$ cat config.mk
export PLATFORM = sky130hd
export DESIGN_NAME = uart_tx_buffered
export DESIGN_NICKNAME = d
export VERILOG_FILES = /design/src/rtl/uart_pkg.sv /design/src/rtl/sync_fifo.sv /design/src/rtl/uart_tx_buffered.sv
export SDC_FILE = /design/constraint.sdc
export NUM_CORES = 1
export LEC_CHECK = 0
export CORE_MARGIN = 2
export CORE_UTILIZATION = 50
export DETAILED_ROUTE_END_ITERATION = 8
export PLACE_DENSITY = 0.68
export SLEW_MARGIN = 20
export SYNTH_ARGS = -nofsm -noshare
export SYNTH_HDL_FRONTEND = slang
export SYNTH_SLANG_ARGS = --single-unit
$ cat constraint.sdc
create_clock -name clk_glb -period 9.75 [get_ports clk_glb]
set_input_delay 1.4625 -clock clk_glb [delete_from_list [all_inputs] [get_ports clk_glb]]
set_output_delay 1.4625 -clock clk_glb [all_outputs]
set_load 0.02 [all_outputs]
$ cat src/rtl/uart_pkg.sv
// ---------------------------------------------------------------------------
// uart_pkg
//   Shared definitions for the buffered UART transmitter.
//   - state_t       : transmitter FSM states
//   - PAR_*         : parity mode encodings of cfg_parity (2'b11 acts as none)
//   - eff_len()     : clamps a requested word length to the legal range
// ---------------------------------------------------------------------------
package uart_pkg;

    typedef enum logic [2:0] {
        ST_IDLE,
        ST_START,
        ST_DATA,
        ST_PARITY,
        ST_STOP
    } state_t;

    localparam logic [1:0] PAR_NONE = 2'b00;
    localparam logic [1:0] PAR_EVEN = 2'b01;
    localparam logic [1:0] PAR_ODD  = 2'b10;

    // Lengths below 5 or above the synthesized width fall back to the full width.
    function automatic logic [3:0] eff_len(input logic [3:0] len, input int max_bits);
        if (int'(len) < 5 || int'(len) > max_bits)
            return 4'(max_bits);
        return len;
    endfunction

endpackage

$ cat src/rtl/sync_fifo.sv
// ---------------------------------------------------------------------------
// sync_fifo
//   Single-clock FIFO with first-word-fall-through read data.
//   Pushes while full and pops while empty are ignored. Pointers wrap
//   naturally because DEPTH is a power of two.
// Ports
//   i_clk, i_reset : clock, synchronous active-high reset (flushes contents)
//   i_push, i_data : write request and data
//   i_pop          : read request; o_data shows the head entry
//   o_full/o_empty : occupancy flags
//   o_count        : number of occupied entries
// ---------------------------------------------------------------------------
module sync_fifo #(
    parameter int WIDTH = 8,
    parameter int DEPTH = 16
) (
    input  logic                     i_clk,
    input  logic                     i_reset,
    input  logic                     i_push,
    input  logic [WIDTH-1:0]         i_data,
    input  logic                     i_pop,
    output logic [WIDTH-1:0]         o_data,
    output logic                     o_full,
    output logic                     o_empty,
    output logic [$clog2(DEPTH):0]   o_count
);
    localparam int AW = $clog2(DEPTH);
    localparam int CW = AW + 1;

    logic [WIDTH-1:0] r_mem [DEPTH];
    logic [AW-1:0]    r_wr_ptr;
    logic [AW-1:0]    r_rd_ptr;
    logic [CW-1:0]    r_count;
    logic             w_do_push;
    logic             w_do_pop;

    assign o_full    = (r_count == CW'(DEPTH));
    assign o_empty   = (r_count == '0);
    assign o_count   = r_count;
    assign o_data    = r_mem[r_rd_ptr];
    assign w_do_push = i_push && !o_full;
    assign w_do_pop  = i_pop && !o_empty;

    always_ff @(posedge i_clk) begin
        if (i_reset) begin
            r_wr_ptr <= '0;
            r_rd_ptr <= '0;
            r_count  <= '0;
        end else begin
            if (w_do_push) r_wr_ptr <= r_wr_ptr + AW'(1);
            if (w_do_pop)  r_rd_ptr <= r_rd_ptr + AW'(1);
            case ({w_do_push, w_do_pop})
                2'b10:   r_count <= r_count + CW'(1);
                2'b01:   r_count <= r_count - CW'(1);
                default: r_count <= r_count;
            endcase
        end
    end

    // Storage needs no reset; the pointers define what is valid.
    always_ff @(posedge i_clk) begin
        if (w_do_push) r_mem[r_wr_ptr] <= i_data;
    end

endmodule

$ cat src/rtl/uart_tx_buffered.sv
// ---------------------------------------------------------------------------
// uart_tx_buffered
//   FIFO-buffered UART transmitter. Words arrive on a valid/ready stream,
//   are queued, and are serialised LSB-first with runtime-selectable length,
//   parity, stop bits and baud divisor. Consecutive frames run back-to-back.
// Ports
//   clk_glb, reset  : clock, synchronous active-high reset
//   s_valid/s_ready : input handshake (s_ready = FIFO not full)
//   s_data          : word to send; bits above the frame length are ignored
//   cfg_div         : bit period is cfg_div+1 clocks
//   cfg_len         : data bits per frame (5..DATA_BITS, else DATA_BITS)
//   cfg_parity      : 00 none, 01 even, 10 odd, 11 none
//   cfg_stop2       : two stop bits when set
//   tx_out          : serial line, idles high
//   tx_busy         : frame in progress (frame load through last stop bit)
//   tx_done         : one-cycle pulse on the last cycle of the final stop bit
//   fifo_count      : queued words
// All cfg_* inputs are captured at frame load and held for the whole frame.
// tx_out/tx_done are registered from the FSM, so the line lags the FSM by
// one clock: the start bit appears two edges after a push into an idle,
// empty transmitter.
// ---------------------------------------------------------------------------
module uart_tx_buffered
    import uart_pkg::*;
#(
    parameter int DATA_BITS  = 8,
    parameter int FIFO_DEPTH = 16,
    parameter int DIV_WIDTH  = 16
) (
    input  logic                          clk_glb,
    input  logic                          reset,
    input  logic                          s_valid,
    output logic                          s_ready,
    input  logic [DATA_BITS-1:0]          s_data,
    input  logic [DIV_WIDTH-1:0]          cfg_div,
    input  logic [3:0]                    cfg_len,
    input  logic [1:0]                    cfg_parity,
    input  logic                          cfg_stop2,
    output logic                          tx_out,
    output logic                          tx_busy,
    output logic                          tx_done,
    output logic [$clog2(FIFO_DEPTH):0]   fifo_count
);
    // FIFO interface
    logic                  w_fifo_full;
    logic                  w_fifo_empty;
    logic [DATA_BITS-1:0]  w_fifo_data;
    logic                  w_load;

    // Frame parameters latched at load
    logic [DIV_WIDTH-1:0]  r_div;
    logic [DIV_WIDTH-1:0]  r_baud;
    logic [DATA_BITS-1:0]  r_shift;
    logic [3:0]            r_len;
    logic [3:0]            r_bit_cnt;
    logic                  r_par_en;
    logic                  r_par_bit;
    logic                  r_stop2;
    logic                  r_stop_cnt;

    // FSM and registered outputs
    state_t                r_state;
    state_t                w_next;
    logic                  w_line;
    logic                  w_last;
    logic                  w_tick;
    logic                  r_tx;
    logic                  r_done;

    // Load-time helpers
    logic [3:0]            w_len_eff;
    logic [DATA_BITS-1:0]  w_mask;
    logic                  w_par_xor;

    sync_fifo #(
        .WIDTH (DATA_BITS),
        .DEPTH (FIFO_DEPTH)
    ) u_fifo (
        .i_clk   (clk_glb),
        .i_reset (reset),
        .i_push  (s_valid),
        .i_data  (s_data),
        .i_pop   (w_load),
        .o_data  (w_fifo_data),
        .o_full  (w_fifo_full),
        .o_empty (w_fifo_empty),
        .o_count (fifo_count)
    );

    assign s_ready = !w_fifo_full;
    assign tx_out  = r_tx;
    assign tx_done = r_done;
    // r_done covers the final output cycle after the FSM has already left STOP.
    assign tx_busy = (r_state != ST_IDLE) || r_done;
    assign w_tick  = (r_baud == r_div);

    // Parity only covers the low w_len_eff bits of the word.
    assign w_len_eff = eff_len(cfg_len, DATA_BITS);
    always_comb begin
        w_mask = '0;
        for (int i = 0; i < DATA_BITS; i++)
            w_mask[i] = (i < int'(w_len_eff));
    end
    assign w_par_xor = ^(w_fifo_data & w_mask);

    // FSM state register
    always_ff @(posedge clk_glb) begin
        if (reset) r_state <= ST_IDLE;
        else       r_state <= w_next;
    end

    // FSM next state, line level and load/last strobes
    always_comb begin
        w_next = r_state;
        w_load = 1'b0;
        w_line = 1'b1;
        w_last = 1'b0;
        case (r_state)
            ST_IDLE: begin
                if (!w_fifo_empty) begin
                    w_load = 1'b1;
                    w_next = ST_START;
                end
            end
            ST_START: begin
                w_line = 1'b0;
                if (w_tick) w_next = ST_DATA;
            end
            ST_DATA: begin
                w_line = r_shift[0];
                if (w_tick && (r_bit_cnt == r_len - 4'd1))
                    w_next = r_par_en ? ST_PARITY : ST_STOP;
            end
            ST_PARITY: begin
                w_line = r_par_bit;
                if (w_tick) w_next = ST_STOP;
            end
            ST_STOP: begin
                w_line = 1'b1;
                if (w_tick && (r_stop_cnt == r_stop2)) begin
                    w_last = 1'b1;
                    // Chain straight into the next frame when one is queued.
                    if (!w_fifo_empty) begin
                        w_load = 1'b1;
                        w_next = ST_START;
                    end else begin
                        w_next = ST_IDLE;
                    end
                end
            end
            default: w_next = ST_IDLE;
        endcase
    end

    // Datapath: baud counter, shift register, bit/stop counters, outputs
    always_ff @(posedge clk_glb) begin
        if (reset) begin
            r_tx       <= 1'b1;
            r_done     <= 1'b0;
            r_baud     <= '0;
            r_div      <= '0;
            r_shift    <= '0;
            r_len      <= 4'(DATA_BITS);
            r_bit_cnt  <= '0;
            r_par_en   <= 1'b0;
            r_par_bit  <= 1'b0;
            r_stop2    <= 1'b0;
            r_stop_cnt <= 1'b0;
        end else begin
            r_tx   <= w_line;
            r_done <= w_last;
            if (w_load) begin
                r_baud     <= '0;
                r_div      <= cfg_div;
                r_shift    <= w_fifo_data;
                r_len      <= w_len_eff;
                r_bit_cnt  <= '0;
                r_par_en   <= (cfg_parity == PAR_EVEN) || (cfg_parity == PAR_ODD);
                r_par_bit  <= (cfg_parity == PAR_ODD) ? ~w_par_xor : w_par_xor;
                r_stop2    <= cfg_stop2;
                r_stop_cnt <= 1'b0;
            end else if (r_state != ST_IDLE) begin
                if (w_tick) begin
                    r_baud <= '0;
                    if (r_state == ST_DATA) begin
                        r_shift   <= r_shift >> 1;
                        r_bit_cnt <= r_bit_cnt + 4'd1;
                    end
                    if (r_state == ST_STOP)
                        r_stop_cnt <= 1'b1;
                end else begin
                    r_baud <= r_baud + DIV_WIDTH'(1);
                end
            end
        end
    end

endmodule
## Yosys cells after proc, flatten, opt, wreduce, memory -nomap -nowiden

Memories as Yosys holds them, arrays and structs flattened. A register that Yosys moved wholly into a read port is not among the register bits.
Index checks and enable logic that the tools add are counted.

| word-level totals | value |
|---|---|
| register bits after elaboration | 70 |
| bits in writable memories | 128 |
| input bits | 34 |
| output and inout port bits | 9 |
| word-level logic and storage cells | 103 |
| memories | 1 |

Memory list:

| memory | depth | bits a word | read ports | clocked after Yosys merged registers in | wr ports | RTL line | source |
|---|---|---|---|---|---|---|---|
| u_fifo.r_mem | 16 | 8 | 1 | 1 | 1 | sync_fifo.sv:30 | `logic [WIDTH-1:0] r_mem [DEPTH];` |

| cells by class | value |
|---|---|
| $add $sub $neg | 7 |
| magnitude comparators | 10 |
| eq/ne operators | 17 |
| mux-type cells | 27 |
| bitwise logic cells | 3 |
| reductions and logical operators | 23 |

Operator list:

| cell | count |
|---|---|
| 8-bit two-way mux | 4 |
| 3-bit two-way mux | 6 |
| 16-bit by 1-bit adder with 16-bit output (second input constant) | 1 |
| 16-bit == test | 1 |
| 3-bit by 4-bit < comparator with 1-bit output (first input constant) | 4 |
| 16-bit two-way mux | 1 |
| 4-bit two-way mux | 4 |
| 3-bit case mux with 5 select lines | 1 |
| 4-bit by 1-bit adder with 4-bit output (second input constant) | 3 |
| 2-bit != test (second input constant) | 5 |
| 5-bit case mux with 2 select lines | 1 |
| 3-bit AND reduction | 3 |
| 8-bit bitwise AND | 1 |
| 1-bit by 4-bit < comparator with 1-bit output (first input constant) | 2 |
| 2-bit by 4-bit < comparator with 1-bit output (first input constant) | 2 |
| 1-bit two-way mux | 8 |
| 2-bit nonzero test | 4 |
| 8-bit parity | 1 |
| 3-bit by 2-bit == test with 1-bit output (second input constant) | 2 |
| 5-bit by 1-bit adder with 5-bit output (second input constant) | 1 |
| 5-bit == test (second input constant) | 1 |
| 5-bit logical NOT | 1 |
| 5-bit AND reduction | 1 |
| 5-bit by 1-bit subtractor with 5-bit output (second input constant) | 1 |
| 18 further kinds | 28 |

## Logic depth before layout (Yosys ltp)

Gate-level depths: netlist (run 1).

| logic depth | value |
|---|---|
| depth after elaboration | 9 |
| mapped depth | 18 |
| mapped depth without buffers | 15 |

## By module

Synthesis (run 1) repeated with hierarchy kept, for this count alone.

| unflattened totals | value |
|---|---|
| cells, all modules | 678 |
| area, all modules | 8873.5 um2 |

Modules (own cells, without submodules):

| module | instances | cells an instance | area an instance (um2) | seq. area each (um2) |
|---|---|---|---|---|
| sync_fifo | 1 | 330 | 5891.9 | 4184.0 |
| uart_tx_buffered | 1 | 348 | 2981.6 | 1141.1 |

## Worst setup path before layout (run 1)

Ideal clock, no wire load.

| path | value |
|---|---|
| path type | input port to flip-flop |
| start | input port s_valid |
| end | register u_fifo.r_count[4], in the netlist u_fifo.o_count[4] |
| library setup time | 0.070 ns |
| arrival time | 3.519 ns |
| data required time | 9.680 ns |
| path slack | 6.161 ns |
| stages | 13 |
| buffers on the path | 2 |
| cell sequence | and2_1 > clkbuf_1 > inv_1 > ha_1 > clkbuf_1 > xor2_1 > ha_1 > o21ai_0 > a21oi_1 > a21oi_1 > xor2_1 > or3_1 > a21oi_1 |

| on the way | value |
|---|---|
| word-level cells in the longest chain between the ends | 3 |
| elaborated cells between the ends (all ways) | 5 |
| classes of those cells | eq/ne: 2; mux: 1; reduce/logical: 2 |

RTL lines:

| what | RTL line | source |
|---|---|---|
| from (decl) | uart_tx_buffered.sv:32 | `input logic s_valid,` |
| 1-bit logical AND * | sync_fifo.sv:41 | `assign w_do_push = i_push && !o_full;` |
| 2-bit by 1-bit == test with 1-bit output / 2-bit == test (equally long branches) | sync_fifo.sv:52 | `case ({w_do_push, w_do_pop})` |
| 5-bit case mux with 2 select lines / 2-bit nonzero test (equally long branches) | -- |  |
| to (signal assigned) | sync_fifo.sv:53 | `2'b10: r_count <= r_count + CW'(1);` |
| to (signal assigned) | sync_fifo.sv:54 | `2'b01: r_count <= r_count - CW'(1);` |
| to (signal assigned) | sync_fifo.sv:55 | `default: r_count <= r_count;` |
| to (decl) | sync_fifo.sv:33 | `logic [CW-1:0] r_count;` |

Mark *: on every way between the ends. The rest lies on a longest branch, timed or not.
A chain may end at the register's enable or synchronous reset.

## Final worst setup path (run 1)

| path | value |
|---|---|
| start | register r_baud[5] |
| end | register u_fifo.r_count[4], in the netlist u_fifo.o_count[4] |

| on the way | value |
|---|---|
| word-level cells in the longest chain between the ends | 7 |
| elaborated cells between the ends (all ways) | 9 |
| classes of those cells | eq/ne: 3; mux: 3; reduce/logical: 3 |

RTL lines:

| what | RTL line | source |
|---|---|---|
| from (decl) | uart_tx_buffered.sv:52 | `logic [DIV_WIDTH-1:0] r_baud;` |
| from (signal assigned) | uart_tx_buffered.sv:192 | `r_baud <= r_baud + DIV_WIDTH'(1);` |
| 16-bit == test * | uart_tx_buffered.sv:95 | `assign w_tick = (r_baud == r_div);` |
| 1-bit logical AND * | uart_tx_buffered.sv:140 | `if (w_tick && (r_stop_cnt == r_stop2)) begin` |
| 1-bit two-way mux * | uart_tx_buffered.sv:140 |  |
| 1-bit case mux with 2 select lines * | uart_tx_buffered.sv:118 | `case (r_state)` |
| 1-bit logical AND * | sync_fifo.sv:42 | `assign w_do_pop = i_pop && !o_empty;` |
| 2-bit by 1-bit == test with 1-bit output / 2-bit == test (equally long branches) | sync_fifo.sv:52 |  |
| 5-bit case mux with 2 select lines / 2-bit nonzero test (equally long branches) | -- |  |

Marks and branches as above.

==> summary.txt, run 1 <==
Status: completed
Vias in the first global route: 5157
Post-synth EDFFs: 128
Total Nets Final: 723
Worst Min Path Start: r_stop_cnt
Largest net degree at the start of global routing: 51
Post-route cell area: 9710 um2
Starting DRC count in detailed routing: 306
Die span in y: 134 um
Post-DP HPWL: 11100 um
Worst Path Required: 10.16 ns
Peak VDD IR: 0.000196 V
Max-Cap Viols: 0
Syn Area/Cell: 13.3 um2
Clock Latency Late Sink: 0.51 ns
# DRC: 0
Global-route wire length before repair: 27200 um
YS warnings: 0
Seq. cell area: 5330 um2
Netlist cell types: 46
RSZ-0062 raised after global routing: false
Fin crit share: 0.423
TritonCTS clock tree: yes
Initial antenna violation count: 0
Setup tns final: 0 ns
Post-CTS Resized: 0
Worst setup path startpoint: r_baud[5]
TritonCTS Buffers: 22
Leakage: 3.31 nW
Final min period: 4.13 ns
Synth Register Bits: 202
Seq/Total Area, Yosys: 0.629
Antenna cell count: 0
Max-slew violations: 0
Area delta synth->final: 14.8%
Placed Area: 9010 um2
Worst Hold Class: flop to flop
H-tree levels: 1
Share of layout cells above drive strength 1: 0.101
Detailed-route wire length: 17000 um
Multi-input gate area: 2910 um2
Root Driver: clkbuf_16
ANT nets after route: 0
DR WL/cell: 18.7 um
Vias: 5073
Type of the worst setup path: flop to flop
Area of the core: 16600 um2
Clk sinks: 202
Actual slew at the worst max-slew pin: 1.04 ns
Peak Freq: 0.242 GHz
Initial Utilization: 0.510
Inst Count DP: 872
Net Count, Synth: 685
Num rows: 47
Filler cell count: 1307
Critical Path Start Type: flop
Clock transition at path regs: 0.06 ns
IO Pins: 43
Synthesized instance count: 638
GRT Util Overall: 0.193
Power Density: 273 nW/um2
Setup Viol. Count Final: 0
Primary FF master, synth: edfxtp_1
Clk buf depth: 3
Share of synthesized registers carrying an async set or reset: 0
Cell area after synthesis: 8460 um2
Final std cells w/o fill: 912
PortBufs: 42
Crit end category: flop
Via density: 5.56
Slew HR: 0.303
DIE AREA: 18000 um2
Die width: 134 um
Hold-fix buffers, CTS: 0
R2R Path Start: r_baud[5]
Power, Total: 0.00265 W
Placer Congestion: 0.812
Clock skew: 0.0164 ns
Drt first pass iters: 5
Postcts setup bufs: 0
Fin. Hold Viols: 0
CP max FO: 42
Critical path arrival: 4.54 ns
Remaining Overflow, GRT: 0
Final core utilization: 0.586
## metrics by stage
step	setup slack, ns	hold slack [ns]
2_1_floorplan	6.16	0.437
3_3_place_gp	5.72	0.447
3_5_place_dp	5.64	0.449
4_1_cts	5.64	0.458
5_1_grt	5.32	0.494
6_report	5.62	0.458
## per-layer routing
layer / track usage / vias up / wire, um
met3: 0.0268 / 34 / 779
met5: 0 / - / 0
li1: - / 2397 / -
met1: 0.251 / 2489 / 7340
met4: 0.0579 / 0 / 440
met2: 0.339 / 153 / 8480
## cell type report
class                      instances  area share
clock inverter                     8     0.00799
tap                              220      0.0283
timing repair buffer              46      0.0459
clock buffer                      32      0.0647
inverter                          12     0.00477
multi-input combinational        392       0.300
sequential                       202       0.549
## cells in the final DEF, fill, tap and decap left out, types with 2 or more instances in the layout
| cell type | netlist | final |
|---|---|---|
| and2_1 | 3 | 3 |
| a21oi_1 | 35 | 35 |
| buf_4 | 4 | 4 |
| clkbuf_8 | 0 | 4 |
| o21ai_0 | 11 | 11 |
| dfxtp_2 | 0 | 2 |
| nor2_1 | 71 | 71 |
| xnor2_2 | 2 | 2 |
| nand3_1 | 13 | 13 |
| dfxtp_1 | 74 | 72 |
| clkinv_2 | 1 | 2 |
| xnor2_1 | 32 | 32 |
| nor3_2 | 0 | 2 |
| nor2b_1 | 4 | 4 |
| ha_1 | 13 | 13 |
| or3_1 | 4 | 4 |
| nor3_1 | 9 | 7 |
| mux4_2 | 23 | 23 |
| o211ai_1 | 2 | 2 |
| nand4_1 | 7 | 7 |
| clkbuf_1 | 14 | 6 |
| clkdlybuf4s50_1 | 0 | 41 |
| mux4_1 | 9 | 9 |
| clkinvlp_4 | 0 | 2 |
| a22oi_1 | 17 | 17 |
| nand2b_1 | 3 | 3 |
| xor2_1 | 22 | 22 |
| and3_1 | 4 | 4 |
| a211oi_1 | 9 | 9 |
| clkinv_1 | 0 | 3 |
| clkbuf_16 | 0 | 22 |
| a21o_1 | 2 | 2 |
| mux2i_1 | 9 | 9 |
| inv_1 | 11 | 11 |
| edfxtp_1 | 128 | 128 |
| nand2_1 | 76 | 76 |
## critical path, cell delays in order (launching register included)
cell	delay [ns]
dfxtp_1	0.39
xnor2_1	0.15
nand4_1	0.16
nor4_4	0.54
nand2_1	0.17
a21o_1	0.21
buf_4	0.27
clkinv_2	0.37
ha_1	0.41
xor2_1	0.19
ha_1	0.21
o21ai_0	0.09
a21oi_1	0.17
a21oi_1	0.09
xor2_1	0.14
or3_1	0.30
a21oi_1	0.15
## registers in the layout, indices dropped and copies added (netlist names), named ones only
signal,count
r_baud,16
u_fifo.r_mem,128
r_shift,8
r_par_bit,1
r_state,3
r_len,4
tx_done,1
r_par_en,1
tx_out,1
r_div,16
u_fifo.r_wr_ptr,4
u_fifo.o_count,5
r_stop_cnt,1
r_stop2,1
r_bit_cnt,4
u_fifo.r_rd_ptr,4
## worst paths after layout
check / endpoint / cells past startpoint / slack [ns]
setup / recovery: u_fifo.o_count[4] / 16 / 5.62
hold / removal: r_stop_cnt / 2 / 0.46
setup reg to reg: u_fifo.o_count[4] / 16 / 5.62
hold reg to reg: r_stop_cnt / 2 / 0.46
## power breakdown
group / switching, W / internal, W / leakage (nW)
sequential: 0.0000828 / 0.000995 / 1.76
combinational: 0.000447 / 0.000328 / 1.22
clock: 0.000322 / 0.000474 / 0.337
total: 0.000851 / 0.00180 / 3.31
## cell families (layout without fill, tap and decap cells)
family,count (synthesis),count (layout),share of synthesized area
DFF,202,202,0.629
xor gates and xnor gates,56,56,0.0597
and+or+nand+nor,200,200,0.105
buffers and inverters,44,98,0.0277
adders and majority gates,13,13,0.0192
AOI/OAI and AO/OA,81,81,0.0583
muxes,42,42,0.101
## synth_stat cells, types with 4 or more instances
master,number,share of area
ha_1,13,0.019
mux4_1,9,0.028
a22oi_1,17,0.015
dfxtp_1,74,0.18
o21ai_0,11,0.0065
inv_1,11,0.0049
buf_4,4,0.0035
nand3_1,13,0.0077
buf_2,6,0.0035
edfxtp_1,128,0.45
nand2_1,76,0.034
clkbuf_1,14,0.0062
or3_1,4,0.0030
nand4_1,7,0.0052
a211oi_1,9,0.0080
a21oi_1,35,0.021
nor3_1,9,0.0053
xnor2_1,32,0.033
nor2b_1,4,0.0030
nor2_1,71,0.032
mux4_2,23,0.061
and3_1,4,0.0030
xor2_1,22,0.023
mux2i_1,9,0.011
Note: power is estimated with default switching activity, not from simulation.
==> run 2, diff against run 1 <==
--- a/config.mk
+++ b/config.mk
@@ -8,7 +8,7 @@
 export CORE_MARGIN = 2
 export CORE_UTILIZATION = 50
 export DETAILED_ROUTE_END_ITERATION = 8
-export PLACE_DENSITY = 0.68
+export PLACE_DENSITY = 0.71
 export SLEW_MARGIN = 20
 export SYNTH_ARGS = -nofsm -noshare
 export SYNTH_HDL_FRONTEND = slang
==> constraint.sdc (replaced) <==
create_clock -name clk_glb -period 3.4 [get_ports clk_glb]
set_input_delay 0.51 -clock clk_glb [delete_from_list [all_inputs] [get_ports clk_glb]]
set_output_delay 0.51 -clock clk_glb [all_outputs]
set_load 0.02 [all_outputs]
==> run 2 against run 1 <==
Against the previous run: final area increased by 0.48%; cell count increased by 1.4%; critical path depth decreased by 1; register-to-register slack got worse by 5.3 ns; global-route usage increased by 0.16 points; first-iteration DRC count increased by 20%; clock skew about the same; die area unchanged; non-clock buffer count increased by 14; critical endpoint unchanged; largest cell class unchanged.
==> summary.txt, run 2 (synthesized netlist as in run 1, its figures left out) <==
Max-slew violations: 0 (unchanged)
Status: completed (unchanged)
Starting DRC count in detailed routing: 367 (was 306)
Clock Latency Late Sink: 0.50 ns (was 0.51 ns)
Critical path arrival: 3.53 ns (was 4.54 ns)
GRT Util Overall: 0.195 (was 0.193)
Setup tns final: 0 ns (unchanged)
Vias: 5154 (was 5073)
Via density: 5.57 (was 5.56)
Slew HR: 0.360 (was 0.303)
Largest net degree at the start of global routing: 51 (unchanged)
Fin crit share: 0.919 (was 0.423)
Hold slack: 0.469 ns (was 0.458 ns)
Clock skew: 0.0163 ns (was 0.0164 ns)
IO Pins: 43 (unchanged)
Reg with most FFs: u_fifo.r_mem (unchanged)
Clk sinks: 202 (unchanged)
Placer Congestion: 0.876 (was 0.812)
Critical Path Start Type: flop (unchanged)
Worst reg-to-reg path cell count: 15 (was 16)
Worst Path Required: 3.81 ns (was 10.16 ns)
Multi-input gate area: 2900 um2 (was 2910 um2)
RSZ-0062 raised after global routing: false (unchanged)
Die width: 134 um (unchanged)
Final min period: 3.12 ns (was 4.13 ns)
Postcts setup bufs: 0 (unchanged)
Peak Freq: 0.320 GHz (was 0.242 GHz)
Commonest non-fill, non-tap cell in the layout: edfxtp_1 (unchanged)
Drt first pass iters: 5 (unchanged)
Worst Setup EP: u_fifo.o_count[4] (unchanged)
Max-Cap Viols: 0 (unchanged)
Capturing point of the worst reg2reg path: u_fifo.o_count[4] (unchanged)
Actual slew at the worst max-slew pin: 0.960 ns (was 1.04 ns)
CP max FO: 8 (was 42)
Post-DP HPWL: 11100 um (about the same)
TritonCTS clock tree: yes (unchanged)
DIE AREA: 18000 um2 (unchanged)
Vias in the first global route: 5332 (was 5157)
Setup Viol. Count Final: 0 (unchanged)
TritonCTS Buffers: 22 (unchanged)
Antenna cell count: 0 (unchanged)
Peak VDD IR: 0.000437 V (was 0.000196 V)
Max reg flops: 128 (unchanged)
Power Density: 770 nW/um2 (was 273 nW/um2)
R2R Path Start: r_baud[15] (was r_baud[5])
Fin. Hold Viols: 0 (unchanged)
Crit end category: flop (unchanged)
Remaining Overflow, GRT: 0 (unchanged)
Min-Delay Path Depth: 2 (unchanged)
Clock transition at path regs: 0.06 ns (about the same)
Detailed-route wire length: 16800 um (was 17000 um)
Root Driver: clkbuf_16 (unchanged)
ANT nets after route: 0 (unchanged)
Worst Hold Class: flop to flop (unchanged)
Total Nets Final: 737 (was 723)
PortBufs: 42 (unchanged)
Post-CTS Resized: 0 (unchanged)
Share of layout cells above drive strength 1: 0.111 (was 0.101)
# DRC: 0 (unchanged)
Hold-fix buffers, CTS: 0 (unchanged)
R2r setup slk: 0.28 ns (was 5.62 ns)
Seq. cell area: 5330 um2 (about the same)
Initial Utilization: 0.510 (unchanged)
Global-route wire length before repair: 27500 um (was 27200 um)
Type of the worst setup path: flop to flop (unchanged)
DR WL/cell: 18.1 um (was 18.7 um)
Die span in y: 134 um (unchanged)
Filler cell count: 1309 (was 1307)
Worst setup path startpoint: r_baud[15] (was r_baud[5])
Initial antenna violation count: 0 (unchanged)
Commonest non-fill, non-tap cells in the layout: 128 x edfxtp_1, 76 x nand2_1, 73 x dfxtp_1 (was 128 x edfxtp_1, 76 x nand2_1, 72 x dfxtp_1)
Area delta synth->final: 15.3% (was 14.8%)
Clk buf depth: 3 (unchanged)
Leakage: 3.35 nW (was 3.31 nW)
Num rows: 47 (unchanged)
Area of the core: 16600 um2 (unchanged)
Top Registers: u_fifo.r_mem: 128 flops, r_baud: 16 flops, r_div: 16 flops (unchanged)
H-tree levels: 1 (unchanged)
-- run 2: critical path: stages (launching register included) --
cell,delay [ns]
dfxtp_1,0.33
xnor2_1,0.21
nand4_1,0.19
nor4_4,0.32
nand2_1,0.10
a21o_1,0.22
clkinv_2,0.06
ha_2,0.26
xor2_1,0.18
ha_1,0.22
o21ai_0,0.09
a21oi_1,0.15
a21oi_1,0.09
xor2_1,0.15
or3_1,0.31
a21oi_1,0.15
-- run 2: report_power, final --
group / switching (W) / internal, W / total (W) / leakage (nW)
combinational: 0.00134 / 0.000997 / 0.00234 / 1.28
clock: 0.000880 / 0.00124 / 0.00212 / 0.311
sequential: 0.000206 / 0.00285 / 0.00306 / 1.76
total: 0.00243 / 0.00509 / 0.00751 / 3.35
-- run 2: layout make-up --
type | count | area share
inverters | 12 | 0.00474
flip-flops and latches | 202 | 0.546
clock buffers | 32 | 0.0624
well taps | 220 | 0.0282
multi-input cells | 392 | 0.298
repair buffers | 60 | 0.0577
clock inverters | 7 | 0.00346
-- run 2: stage by stage --
step	cells	power (W)	setup slack, ns	utilization	area (um2)
after global placement	886	0.00537	0.394	0.549	9110
after floorplan	638	0.00487	0.0263	-	8460
after CTS	925	0.00759	0.194	0.588	9760
after detailed placement	886	0.00546	0.225	0.549	9110
after global routing	925	0.00795	0.0171	0.588	9760
final	925	0.00751	0.276	0.588	9760
-- run 2: how the worst min path moves through the flow --
stage	end	startpoint	slack, ns
final	r_stop_cnt	r_stop_cnt	0.47
after CTS	r_div[0]	r_div[0]	0.47
after floorplan	r_stop_cnt	r_stop_cnt	0.44
after detailed placement	r_stop_cnt	r_stop_cnt	0.46
after global placement	r_stop_cnt	r_stop_cnt	0.45
after global routing	r_div[0]	r_div[0]	0.49
-- run 2: routing by layer --
layer,global-route usage,part of all wire,vias up
met3,0.0306,0.051,34
met4,0.0649,0.027,0
met1,0.238,0.41,2553
met5,0,0,-
met2,0.353,0.51,136
li1,-,-,2431
==> run 3, diff against run 2 <==
--- a/config.mk
+++ b/config.mk
@@ -7,6 +7,7 @@
 export LEC_CHECK = 0
 export CORE_MARGIN = 2
 export CORE_UTILIZATION = 50
+export CTS_CLUSTER_DIAMETER = 150
 export DETAILED_ROUTE_END_ITERATION = 8
 export PLACE_DENSITY = 0.71
 export SLEW_MARGIN = 20
==> results of run 3 <==
Final layout, timing and power as in run 2 (identical DEF).
